===== config.mk =====
export PLATFORM = sky130hd
export DESIGN_NAME = minrv32_fetch_flat
export DESIGN_NICKNAME = d
export VERILOG_FILES = /design/src/rtl/minrv32_fetch_if.sv /design/src/rtl/minrv32_fetch.sv /design/src/flat_wrapper.sv
export SDC_FILE = /design/constraint.sdc
export NUM_CORES = 1
export LEC_CHECK = 0
export CORE_ASPECT_RATIO = 0.8
export CORE_MARGIN = 5
export CORE_UTILIZATION = 54
export CTS_BUF_LIST = sky130_fd_sc_hd__clkbuf_8
export DETAILED_ROUTE_END_ITERATION = 10
export HOLD_SLACK_MARGIN = 0.06
export PLACE_DENSITY = 0.82
export SETUP_SLACK_MARGIN = 0.05
export SLEW_MARGIN = 20
export SYNTH_ARGS = -nofsm -noshare
export SYNTH_HDL_FRONTEND = slang
export SYNTH_SLANG_ARGS = --single-unit

===== constraint.sdc =====
create_clock -name clk -period 3.3 [get_ports clk]
set_input_delay 0.66 -clock clk [delete_from_list [all_inputs] [get_ports clk]]
set_output_delay 0.66 -clock clk [all_outputs]
set_load 0.05 [all_outputs]

===== src/rtl/minrv32_fetch_if.sv =====
// Fetch-stage bundle: imem request/response bus plus the core-side instruction port.
// master = fetch stage; slave = instruction memory and core.
interface minrv32_fetch_if;
  logic        imem_valid;
  logic        imem_ready;
  logic [31:0] imem_addr;
  logic [31:0] imem_rdata;
  logic [31:0] insn;
  logic [31:0] insn_pc;
  logic        insn_valid;
  logic        insn_done;
  logic        redirect;
  logic [31:0] redirect_pc;
`ifdef MINRV32_FETCH_ALIGN_CHECK_EN
  logic        fetch_misalign;

  modport master (
    output imem_valid, imem_addr, insn, insn_pc, insn_valid, fetch_misalign,
    input  imem_ready, imem_rdata, insn_done, redirect, redirect_pc
  );
  modport slave (
    input  imem_valid, imem_addr, insn, insn_pc, insn_valid, fetch_misalign,
    output imem_ready, imem_rdata, insn_done, redirect, redirect_pc
  );
`else
  modport master (
    output imem_valid, imem_addr, insn, insn_pc, insn_valid,
    input  imem_ready, imem_rdata, insn_done, redirect, redirect_pc
  );
  modport slave (
    input  imem_valid, imem_addr, insn, insn_pc, insn_valid,
    output imem_ready, imem_rdata, insn_done, redirect, redirect_pc
  );
`endif
endinterface


===== src/rtl/minrv32_fetch.sv =====
// minrv32 prefetch: one outstanding imem read into a DEPTH-entry FIFO; first request 1 cycle after reset, stalls when no room.
// MINRV32_FETCH_ALIGN_CHECK_EN: a misaligned redirect raises fetch_misalign and halts fetch until an aligned redirect.
module minrv32_fetch #(
  parameter logic [31:0] PROGADDR_RESET = 32'h0001_0000,
  parameter int          DEPTH          = 2
) (
  input logic             clk,
  input logic             resetn,
  minrv32_fetch_if.master bus
);

  localparam int PW = (DEPTH > 1) ? $clog2(DEPTH) : 1;
  localparam int CW = $clog2(DEPTH + 1);

  typedef logic [PW-1:0] ptr_t;
  typedef logic [CW-1:0] cnt_t;

  logic [31:0] dat_q [DEPTH];
  logic [31:0] dat_d [DEPTH];
  logic [31:0] pc_q  [DEPTH];
  logic [31:0] pc_d  [DEPTH];
  ptr_t        rd_ptr_q, rd_ptr_d;
  ptr_t        wr_ptr_q, wr_ptr_d;
  cnt_t        cnt_q, cnt_d;
  logic        imem_valid_q, imem_valid_d;
  logic [31:0] imem_addr_q, imem_addr_d;
  logic [31:0] fetch_pc_q, fetch_pc_d;
  logic        discard_q, discard_d;
`ifdef MINRV32_FETCH_ALIGN_CHECK_EN
  logic        misalign_q, misalign_d;
`endif

  logic        accept;
  logic        outstanding;
  logic        push;
  logic        pop;
  logic        issue;
  logic        halt_d;
  logic [31:0] redir_al;
  logic [31:0] base_pc;

  function automatic ptr_t ptr_inc(input ptr_t p);
    return (p == ptr_t'(DEPTH - 1)) ? '0 : p + ptr_t'(1);
  endfunction

  always_comb begin
    accept      = imem_valid_q & bus.imem_ready;
    outstanding = imem_valid_q & ~bus.imem_ready;
    // A redirect outranks both the returning word and the core's retire.
    push        = accept & ~discard_q & ~bus.redirect;
    pop         = (cnt_q != '0) & bus.insn_done & ~bus.redirect;
    redir_al    = bus.redirect_pc & 32'hFFFF_FFFC;

    dat_d    = dat_q;
    pc_d     = pc_q;
    rd_ptr_d = rd_ptr_q;
    wr_ptr_d = wr_ptr_q;
    cnt_d    = cnt_q;

    if (bus.redirect) begin
      rd_ptr_d = '0;
      wr_ptr_d = '0;
      cnt_d    = '0;
    end else begin
      if (push) begin
        dat_d[wr_ptr_q] = bus.imem_rdata;
        pc_d[wr_ptr_q]  = imem_addr_q;
        wr_ptr_d        = ptr_inc(wr_ptr_q);
      end
      if (pop) begin
        rd_ptr_d = ptr_inc(rd_ptr_q);
      end
      case ({push, pop})
        2'b10:   cnt_d = cnt_q + cnt_t'(1);
        2'b01:   cnt_d = cnt_q - cnt_t'(1);
        default: cnt_d = cnt_q;
      endcase
    end

`ifdef MINRV32_FETCH_ALIGN_CHECK_EN
    misalign_d = misalign_q;
    if (bus.redirect) begin
      misalign_d = (bus.redirect_pc[1:0] != 2'b00);
    end
    halt_d = misalign_d;
`else
    halt_d = 1'b0;
`endif

    base_pc   = bus.redirect ? redir_al : fetch_pc_q;
    // An in-flight request is left on the bus untouched; only its data gets dropped.
    discard_d = bus.redirect ? outstanding : (discard_q & outstanding);

    issue = ~outstanding & ~halt_d & (int'(cnt_d) < DEPTH);

    imem_valid_d = outstanding | issue;
    imem_addr_d  = imem_addr_q;
    fetch_pc_d   = base_pc;
    if (issue) begin
      imem_addr_d = base_pc;
      fetch_pc_d  = base_pc + 32'd4;
    end
  end

  always_ff @(posedge clk or negedge resetn) begin
    if (!resetn) begin
      for (int i = 0; i < DEPTH; i++) begin
        dat_q[i] <= '0;
        pc_q[i]  <= '0;
      end
      rd_ptr_q     <= '0;
      wr_ptr_q     <= '0;
      cnt_q        <= '0;
      imem_valid_q <= 1'b0;
      imem_addr_q  <= PROGADDR_RESET;
      fetch_pc_q   <= PROGADDR_RESET;
      discard_q    <= 1'b0;
`ifdef MINRV32_FETCH_ALIGN_CHECK_EN
      misalign_q   <= 1'b0;
`endif
    end else begin
      dat_q        <= dat_d;
      pc_q         <= pc_d;
      rd_ptr_q     <= rd_ptr_d;
      wr_ptr_q     <= wr_ptr_d;
      cnt_q        <= cnt_d;
      imem_valid_q <= imem_valid_d;
      imem_addr_q  <= imem_addr_d;
      fetch_pc_q   <= fetch_pc_d;
      discard_q    <= discard_d;
`ifdef MINRV32_FETCH_ALIGN_CHECK_EN
      misalign_q   <= misalign_d;
`endif
    end
  end

  assign bus.imem_valid = imem_valid_q;
  assign bus.imem_addr  = imem_addr_q;
  assign bus.insn       = dat_q[rd_ptr_q];
  assign bus.insn_pc    = pc_q[rd_ptr_q];
  assign bus.insn_valid = (cnt_q != '0);
`ifdef MINRV32_FETCH_ALIGN_CHECK_EN
  assign bus.fetch_misalign = misalign_q;
`endif

endmodule


===== src/flat_wrapper.sv =====
// flat-port wrapper written by rule: the top's interface ports become plain ports
module minrv32_fetch_flat 
#(
  parameter logic [31:0] PROGADDR_RESET = 32'h0001_0000,
  parameter int          DEPTH          = 2
)
  (clk, resetn, bus_imem_valid, bus_imem_addr, bus_insn, bus_insn_pc, bus_insn_valid, bus_imem_ready, bus_imem_rdata, bus_insn_done, bus_redirect, bus_redirect_pc);
  minrv32_fetch_if bus_i ();
  input logic clk;
  input logic resetn;
  output wire logic [$bits(bus_i.imem_valid)-1:0] bus_imem_valid;
  output wire logic [$bits(bus_i.imem_addr)-1:0] bus_imem_addr;
  output wire logic [$bits(bus_i.insn)-1:0] bus_insn;
  output wire logic [$bits(bus_i.insn_pc)-1:0] bus_insn_pc;
  output wire logic [$bits(bus_i.insn_valid)-1:0] bus_insn_valid;
  input wire logic [$bits(bus_i.imem_ready)-1:0] bus_imem_ready;
  input wire logic [$bits(bus_i.imem_rdata)-1:0] bus_imem_rdata;
  input wire logic [$bits(bus_i.insn_done)-1:0] bus_insn_done;
  input wire logic [$bits(bus_i.redirect)-1:0] bus_redirect;
  input wire logic [$bits(bus_i.redirect_pc)-1:0] bus_redirect_pc;
  assign bus_imem_valid = bus_i.imem_valid;
  assign bus_imem_addr = bus_i.imem_addr;
  assign bus_insn = bus_i.insn;
  assign bus_insn_pc = bus_i.insn_pc;
  assign bus_insn_valid = bus_i.insn_valid;
  assign bus_i.imem_ready = bus_imem_ready;
  assign bus_i.imem_rdata = bus_imem_rdata;
  assign bus_i.insn_done = bus_insn_done;
  assign bus_i.redirect = bus_redirect;
  assign bus_i.redirect_pc = bus_redirect_pc;
  minrv32_fetch #(.PROGADDR_RESET(PROGADDR_RESET), .DEPTH(DEPTH)) u_core (.clk(clk), .resetn(resetn), .bus(bus_i));
endmodule

# After elaboration in Yosys (flattened, before gate mapping)
# Cells that the tools add are included.
word_totals:
  elab_cells: 63
  out_inout_bits: 98
  register_bits: 198
classes:
  n_eq_ne: 2
  reduce_logical: 5
  n_lt_le_gt_ge: 4
  addsub: 5
  muxes: 21
  bitwise: 15
op_table:
  columns: ["op", "count"]
  rows:
  - ["$mux 32", 9]
  - ["$bwmux 64", 2]
  - ["$add 32x3->32 const B", 1]
  - ["$demux 32 s1", 1]
  - ["$and 1x1->1", 8]
  - ["$mux 1", 7]
  - ["$reduce_bool 2->1", 3]
  - ["$ge 2x2->1 const B", 2]
  - ["$not 1->1", 4]
  - ["$not 1->2", 2]
  - ["$pmux 2 s2", 1]
  - ["$add 1x1->1 const B", 2]
  - ["$add 2x1->2 const B", 1]
  - ["$eq 2x1->1 const B", 1]
  - ["$eq 2x2->1 const B", 1]
  - ["$lt 2x1->1 const B", 1]
  - ["$lt 2x2->1 const B", 1]
  - ["$mux 2", 1]
  - ["$reduce_and 2->1", 1]
  - ["$sub 2x1->2 const B", 1]
  - ["$logic_and 1x1->1", 1]
  - ["$or 1x1->1", 1]

# Longest topological paths before layout
# Gate-level depths: netlist (run 1).
depth:
  ltp_word: 9
  ltp_mapped: 16
  ltp_nobuf: 11

# Worst setup path after synthesis (run 1)
# No wires, ideal clock.
synth_path:
  kind: "in2reg"
  startpoint: "in bus_redirect"
  endpoint: "reg u_core.fetch_pc_q[31]"
  required_ps: 3220
  path_slack_ps: -379
  path_stages: 15
  t_arrival_ps: 3599
  n_path_buf: 6
  path_cell_list: "buf_2 buf_6 buf_4 buf_2 clkbuf_1 or2_2 inv_1 ha_1 xnor2_1 mux2i_1 nand4_1 or4b_1 buf_2 nor4_4 xnor2_1"
synth_via:
  elab_chain_cells: 8
  elab_cells_between_ends: 12
  classes_between: "1 x add/sub; 1 x order compare; 2 x eq/ne; 4 x mux; 4 x bitwise"
synth_rtl:
  columns: ["element", "line_no", "source"]
  rows:
  - ["start, declared", "flat_wrapper.sv:19", "input wire logic [$bits(bus_i.redirect)-1:0] bus_redirect;"]
  - ["parallel branches: the longest is 7 deep, another holds $add 32x3->32", null, null]
  - ["$mux 32 (*)", "minrv32_fetch.sv:99", "if (issue) begin"]
  - ["via u_core.fetch_pc_d[31]", "minrv32_fetch.sv:27", "logic [31:0] fetch_pc_q, fetch_pc_d;"]
  - ["end signal, assigned", "minrv32_fetch.sv:129", "fetch_pc_q <= fetch_pc_d;"]
  - ["end, declared", "minrv32_fetch.sv:27", null]
# Mark *: on every way through the listed nets, which the timed path passes.
# A chain may end at the register's enable or synchronous reset.

# Worst setup path after layout (run 1)
layout_path:
  startpoint: "reg u_core.rd_ptr_q"
  endpoint: "out bus_insn_pc[1]"
layout_via:
  elab_chain_cells: 4
layout_rtl:
  columns: ["element", "line_no", "source"]
  rows:
  - ["start, declared", "minrv32_fetch.sv:22", "ptr_t rd_ptr_q, rd_ptr_d;"]
  - ["start signal, assigned", "minrv32_fetch.sv:124", "rd_ptr_q <= rd_ptr_d;"]
  - ["$not 1->2 (not written as such)", "minrv32_fetch.sv:140", "assign bus.insn_pc = pc_q[rd_ptr_q];"]
  - ["$mux 32 (not written as such) (3 in series)", "minrv32_fetch.sv:140", null]
  - ["end, declared", "flat_wrapper.sv:14", "output wire logic [$bits(bus_i.insn_pc)-1:0] bus_insn_pc;"]
# No other way between the ends. The select of a mux whose other input is x is not followed.

==> results of run 1 <==
==> routing by layer <==
metal | GRT usage, % | up-vias | share of wire (%)
li1 | - | 2790 | -
met1 | 29.10 | 3097 | 44
met2 | 36.11 | 157 | 51
met3 | 5.527 | 14 | 5.0
met4 | 4.258 | 0 | 0.70
met5 | 0 | - | 0
==> state kept, by name, indices dropped and copies added, names as in the netlist <==
signal,count
u_core.wr_ptr_q,1
u_core.bus.imem_valid,1
u_core.pc_q,64
u_core.bus.imem_addr,32
u_core.discard_q,1
u_core.fetch_pc_q,32
u_core.dat_q,64
u_core.rd_ptr_q,1
u_core.cnt_q,2
==> path summary, 6_finish.rpt <==
check	startpoint	to	cells past startpoint	slack, ns
setup / recovery	u_core.rd_ptr_q$_DFFE_PN0P_	bus_insn_pc[1]	3	0.17
hold / removal	resetn	u_core.pc_q[14]$_DFFE_PN0P_	1	0.24
setup reg to reg	u_core.cnt_q[0]$_DFFE_PN0P_	u_core.fetch_pc_q[31]$_DFF_PN0_	11	0.28
hold reg to reg	u_core.discard_q$_DFF_PN0_	u_core.discard_q$_DFF_PN0_	1	0.50
max in group asynchronous	resetn	u_core.rd_ptr_q$_DFFE_PN0P_	2	2.29
min in group clk	u_core.discard_q$_DFF_PN0_	u_core.discard_q$_DFF_PN0_	1	0.50
==> power by group <==
part	total [W]	switching, W	internal, W	leakage [nW]
registers	0.00335	0.000332	0.00302	2.42
logic	0.00271	0.00154	0.00116	2.20
clock network	0.00184	0.000857	0.000985	0.233
total	0.00790	0.00273	0.00517	4.86
==> cell families (layout without fill, tap and decap cells) <==
family	after synthesis	count (layout)	synth area share (%)
AOI/OAI and AO/OA	55	55	3.619
xor gates and xnor gates	32	32	3.130
adders and majority gates	3	3	0.4192
buffers and inverters	40	226	2.096
DFF	198	198	55.36
muxes	219	219	27.25
and+or+nand+nor	144	144	8.132
==> placed cells by master, fill, tap and decap left out, types with 4 or more instances in the layout <==
cell | netlist | layout
clkbuf_8 | 0 | 18
o21ai_0 | 29 | 29
clkinvlp_4 | 0 | 4
mux2_2 | 198 | 198
nand4_1 | 6 | 6
buf_12 | 0 | 5
clkdlybuf4s50_1 | 0 | 162
xor2_1 | 18 | 18
dfrtp_1 | 196 | 195
nor2_1 | 20 | 19
a21oi_1 | 12 | 12
nand3_1 | 19 | 19
nand2_1 | 59 | 57
bufinv_16 | 0 | 6
nor2b_1 | 12 | 12
nand3b_1 | 9 | 9
xnor2_1 | 14 | 13
buf_4 | 1 | 22
mux2i_1 | 21 | 21
==> what timing repair did <==
action,CTS,global route
setup buffers,0,0
pin swaps,0,0
resized for setup,1,1
endpoints found under the setup margin,5,2
hold buffers,0,0
==> through the flow <==
step	hold slack, ns	worst slack (ns)
detailed placement	0.4626	-0.2285
finish	0.2412	0.1659
global placement	0.4530	-0.1701
floorplan	0.3644	-0.08637
global route	0.2705	0.05725
CTS	0.2475	0.1104
==> final cells by class <==
class                   instances  area [µm²]  area share [%]
inverters                       3       11.26         0.09804
clock buffers                  17       234.0           2.037
repair buffers                191        1906           16.59
flip-flops and latches        198        4961           43.19
multi-input cells             453        3849           33.51
clock inverters                15       250.2           2.179
well taps                     220       275.3           2.397
==> summary.md, run 1 <==
| Metric | Value |
|---|---|
| Capturing element type of the critical path | `primary output` |
| Final sum of negative setup slack | `0 ns` |
| Final critical delay including setup and external delays | `~3.1 ns` |
| P_leak | `4.857 nW` |
| Maximum number of buffers from clock root to sink | `2` |
| Maximum clock rate | `319.1 MHz` |
| Total of buffers placed on input and output ports | `164` |
| Clock transition time at the flip-flop clock pins of the worst setup and hold paths | `0.10 ns` |
| DR vias | `just over 6000` |
| Maximum number of pins on one net before global-route repair | `90` |
| Sequential element share of the synthesized area | `between 50% and 60%` |
| Count of antenna-violating nets left after detailed routing | `0` |
| Gate count after technology mapping | `approximately 700` |
| Primary FF master, synth | `dfrtp_1` |
| Fraction of layout instances using a drive strength above 1 | `31.13%` |
| Most instantiated cells after synthesis | `mux2_2, dfrtp_1, nand2_1` |
| Non-filler cells in the finished layout | `about 1100` |
| Design Area, Final | `between 10000 and 15000 µm²` |
| I/O Pins | `between 150 and 200` |
| Post-synth EDFFs | `0` |
| Setup Viol. Count Final | `0` |
| Global route total overflow | `0` |
| Peak supply drop | `0.4681 mV` |
| Die outline height | `about 130 µm` |
| Cell-by-cell listing of the critical path | `buf_4 > mux2_2 > clkdlybuf4s50_1` |
| Critical path data arrival time | `2.47 ns` |
| H-tree depth | `4` |
| Number of buffers and inverters on the critical path | `2` |
| Net count of the finished layout | `936` |
| Final Hold Violating Endpoints | `0` |
| Most common cell in the netlist | `mux2_2` |
| Yosys top cell by area | `dfrtp_1` |
| Clock Skews | `0.01035 ns` |
| Mean routed wirelength per cell | `18.49 µm` |
| Layout Area Growth over Synthesis | `28.27%` |
| Post-Syn Area per Cell | `12.96 µm²` |
| Period Utilization, post-route | `94.97%` |
| Number of standard-cell rows in the floorplan | `42` |
| CP max stage cell | `clkdlybuf4s50_1` |
| Share of Yosys cell area claimed by the top area cell type | `between 50 and 60%` |
| Max-cap violations | `0` |
| Post-detailed-placement half-perimeter wirelength | `14.47 mm` |
| Horizontal extent of the die | `154.0 µm` |
| Number of buffers added by the clock tree synthesis step | `17` |
| Clock tree root driver cell | `clkbuf_8` |
| Cell family contributing the most delay on the critical path | `buffers and inverters` |
| Fill cell instance count of the final layout | `around 1100` |
| Total inserted antenna cells | `0` |
| Total power divided by cell area | `688.0 nW/µm²` |
| Worst slew margin relative to its limit | `between 50 and 60%` |
| Final Routed Wirelength | `~20 mm` |
| Unrepaired setup endpoints after global routing | `no` |
| Vias in the first global route | `6361` |
| Initial antenna violation count | `0` |
| Transition time at the pin with the least slew margin | `0.7290 ns` |
| Final estimated routing congestion in global placement | `0.8576` |
| Count of synthesis-stage warnings from yosys | `0` |
| Total routing resource utilization after global routing | `21.65%` |
| Post-DR vias/cell | `between 5 and 6` |
| Placed cell area | `between 10000 and 15000 µm²` |
| Share of synthesized registers carrying an async set or reset | `100.0%` |
| Critical Path Start Type | `flop` |
| Flop and latch count out of synthesis | `198` |
| Number of nets in the synthesized netlist | `around 760` |
| Area contributors post-synth | `dfrtp_1, mux2_2, nand2_1` |
| Number of DRC violations after detailed-routing iteration 0 | `508` |
| Overall power | `0.007903 W` |
| TritonCTS clock tree | `yes` |
| Total iterations of the first detailed-routing run | `5` |
| DRC violations left | `0` |
| Later-pin clock latency in the skew report | `0.46 ns` |
| Final Core Density | `between 70 and 80%` |
| Result of the run | `completed` |
| Required time reported for the critical path endpoint | `2.64 ns` |
| Crit Path Max Fanout | `16` |
| Cell area after synthesis | `a little under 9000 µm²` |
| Total instance count after detailed placement | `1065` |
| Starting Density | `54.62%` |
| Sink count of the clock tree | `slightly below 200` |
| Startpoint-to-endpoint class of the critical path | `reg2out` |
| Wire length of the first global-routing pass | `33.71 mm` |
| Worst min path class | `in2async` |
| Core region area | `16400 µm²` |
| Die footprint | `19270 µm²` |
| Fin. max-slew vios | `0` |
| Unique masters post-synth | `40` |
| Largest incremental delay on the critical path | `0.72 ns` |
Power figures use the tool's default switching activity.
==> run 2, diff against run 1 <==
--- a/config.mk
+++ b/config.mk
@@ -7,11 +7,10 @@
 export LEC_CHECK = 0
 export CORE_ASPECT_RATIO = 0.8
 export CORE_MARGIN = 5
-export CORE_UTILIZATION = 54
-export CTS_BUF_LIST = sky130_fd_sc_hd__clkbuf_8
+export CORE_UTILIZATION = 53
 export DETAILED_ROUTE_END_ITERATION = 10
 export HOLD_SLACK_MARGIN = 0.06
-export PLACE_DENSITY = 0.82
+export PLACE_DENSITY = 0.81
 export SETUP_SLACK_MARGIN = 0.05
 export SLEW_MARGIN = 20
 export SYNTH_ARGS = -nofsm -noshare
==> constraint.sdc (replaced) <==
create_clock -name clk -period 3.3 [get_ports clk]
set_input_delay 0.495 -clock clk [delete_from_list [all_inputs] [get_ports clk]]
set_output_delay 0.495 -clock clk [all_outputs]
set_load 0.05 [all_outputs]
==> summary.md, run 2 (synthesis gave the netlist of run 1 again) <==
| Metric | Value |
|---|---|
| Starting Density | `54.10%` |
| Net count of the finished layout | `between 900 and 1000` |
| Postcts setup bufs | `0` |
| Critical path data arrival time | `2.52 ns` |
| CP max stage cell | `clkdlybuf4s50_1` |
| Result of the run | `completed` |
| Cell-by-cell listing of the critical path | `buf_4 > mux2_2 > clkdlybuf4s50_1` |
| Fin. max-slew vios | `0` |
| Required time reported for the critical path endpoint | `2.80 ns` |
| Final Routed Wirelength | `roughly 21 mm` |
| GR Layer Usage met1 | `29.48%` |
| Wire length of the first global-routing pass | `34.80 mm` |
| Crit Path Max Fanout | `17` |
| Reg2Reg Setup Slack | `0.31 ns` |
| CTS resizes | `0` |
| Most common cell after layout, fill and taps aside | `mux2_2` |
| Sink count of the clock tree | `198` |
| Clock transition time at the flip-flop clock pins of the worst setup and hold paths | `approximately 0.07 ns` |
| Number of DRC violations after detailed-routing iteration 0 | `407` |
| Total of buffers placed on input and output ports | `164` |
| Final critical delay including setup and external delays | `3.020 ns` |
| Part of the total power dissipated in combinational logic | `32.5%` |
| P_leak | `4.930 nW` |
| Count of antenna-violating nets left after detailed routing | `0` |
| Fraction of layout instances using a drive strength above 1 | `between 30% and 40%` |
| Initial antenna violation count | `1` |
| Peak supply drop | `0.4918 mV` |
| Share of power burned in the clock network | `about 27%` |
| Worst slew margin relative to its limit | `46.08%` |
| Fraction of power spent switching nets | `33.63%` |
| Period Utilization, post-route | `approximately 92%` |
| Total instance count after detailed placement | `1061` |
| Worst R2R End | `u_core.fetch_pc_q[31]$_DFF_PN0_` |
| Total iterations of the first detailed-routing run | `4` |
| Total power divided by cell area | `between 700 and 800 nW/µm²` |
| Later-pin clock latency in the skew report | `0.42 ns` |
| Largest incremental delay on the critical path | `0.71 ns` |
| Layer carrying the most global-route usage | `met2` |
| Worst min path class | `in2async` |
| GRT met3 Usage | `approximately 4.8%` |
| Startpoint-to-endpoint class of the critical path | `reg2out` |
| Internal | `0.005540 W` |
| Transition time at the pin with the least slew margin | `0.8088 ns` |
| Setup crit end | `bus_insn_pc[17]` |
| Final estimated routing congestion in global placement | `between 0.8 and 0.9` |
| Capturing element type of the critical path | `primary output` |
| Critical Path Start | `u_core.rd_ptr_q$_DFFE_PN0P_` |
| Die outline height | `126.3 µm` |
| Max-cap violations | `0` |
| Vias in the first global route | `6633` |
| Final Hold Violating Endpoints | `0` |
| Horizontal extent of the die | `155.3 µm` |
| Net switching power | `approximately 0.0028 W` |
| Die footprint | `19610 µm²` |
| Layout Area Growth over Synthesis | `29.96%` |
| I/O Pins | `about 170` |
| Worst reg-to-reg path cell count | `11` |
| Global route total overflow | `0` |
| Unrepaired setup endpoints after global routing | `no` |
| Post-DR vias/cell | `approximately 5.5` |
| DR vias | `between 6000 and 7000` |
| Clock tree root driver cell | `clkbuf_16` |
| Number of buffers added by the clock tree synthesis step | `17` |
| Critical Path Start Type | `flop` |
| Total routing resource utilization after global routing | `around 22%` |
| Core region area | `16550 µm²` |
| Non-filler cells in the finished layout | `between 1000 and 1500` |
| Maximum clock rate | `331.1 MHz` |
| Number of standard-cell rows in the floorplan | `42` |
| Maximum number of buffers from clock root to sink | `2` |
| Post-detailed-placement half-perimeter wirelength | `14.60 mm` |
| R2r startpoint | `u_core.cnt_q[1]$_DFF_PN0_` |
| H-tree depth | `4` |
| Setup Viol. Count Final | `0` |
| Met2 Resource Use GR | `36.56%` |
| Sequential cell fraction of total power | `around two fifths` |
| Mean routed wirelength per cell | `19.06 µm` |
| Registers with the most flip-flops | `u_core.dat_q x64, u_core.pc_q x64` |
| Leading cell types in the layout, fill and taps excluded | `mux2_2, dfrtp_1, clkdlybuf4s50_1` |
| Maximum number of pins on one net before global-route repair | `99` |
| Clock Skews | `a little under 0.009 ns` |
| TritonCTS clock tree | `yes` |
| Final sum of negative setup slack | `0 ns` |
| DRC violations left | `0` |
| Hold bufs inserted after CTS | `0` |
## run 2: cell types whose count changed in the layout (fill, tap and decap cells not counted), moves of 2 or more
cell and delta:
clkbuf_16 +17, clkbuf_8 -14, buf_4 -5, clkinvlp_4 -4, clkinv_4 +3, bufinv_16 -2
## run 2: final cells by class
class	instances	area (µm²)
Antenna cell	1	2.502
Clock buffer	21	470.5
Clock inverter	11	186.4
Fill cell	1166	4916
Inverter	3	11.26
Multi-Input combinational cell	453	3845
Sequential cell	198	4959
Tap cell	220	275.3
Timing Repair Buffer	187	1888
## run 2: critical path: cells and delay by family, from the launching register on
family	cells	cell delay [ns]
buffers and inverters	2	1.05
flip-flops	1	0.67
multiplexers	1	0.37
## run 2: stage by stage
| step | setup slack, ns | cell area [µm²] | hold slack [ns] | total power (W) | util [%] |
|---|---|---|---|---|---|
| 2_1_floorplan | 0.05562 | 9010 | 0.1994 | 0.005183 | - |
| 3_3_place_gp | 0.004113 | 10980 | 0.4528 | 0.005998 | 66.32 |
| 3_5_place_dp | -0.05288 | 10980 | 0.4620 | 0.006122 | 66.32 |
| 4_1_cts | 0.2518 | 11630 | 0.1710 | 0.008420 | 70.29 |
| 5_1_grt | 0.1044 | 11640 | 0.2010 | 0.008730 | 70.30 |
| 6_report | 0.2801 | 11640 | 0.09660 | 0.008348 | 70.30 |
## run 2: worst min path at each step
| stage | from | to | slack [ns] | cells past startpoint |
|---|---|---|---|---|
| after floorplan | resetn | u_core.bus.imem_addr[0]$_DFFE_PN0P_ | 0.20 | 0 |
| after global placement | u_core.discard_q$_DFF_PN0_ | u_core.discard_q$_DFF_PN0_ | 0.45 | 1 |
| after detailed placement | u_core.discard_q$_DFF_PN0_ | u_core.discard_q$_DFF_PN0_ | 0.46 | 1 |
| after CTS | resetn | u_core.pc_q[48]$_DFFE_PN0P_ | 0.17 | 1 |
| after global routing | resetn | u_core.pc_q[14]$_DFFE_PN0P_ | 0.20 | 1 |
| final | resetn | u_core.pc_q[14]$_DFFE_PN0P_ | 0.1 | 1 |
## run 2: metal layers
metal	routed length (µm)	vias to the layer above	share of wire, %
met5	0	-	0
met2	10370	167	50
met4	415	0	2.0
met3	1014	32	4.9
met1	9059	3038	43
li1	-	2793	-
## run 2: power groups by stage
stage                     Combinational [W]  Clock (W)  Sequential [W]
after floorplan                     0.00173          0         0.00345
after global placement              0.00266          0         0.00334
after detailed placement            0.00272          0         0.00340
after CTS                           0.00274    0.00232         0.00336
after global routing                0.00286    0.00243         0.00343
final                               0.00271    0.00228         0.00336
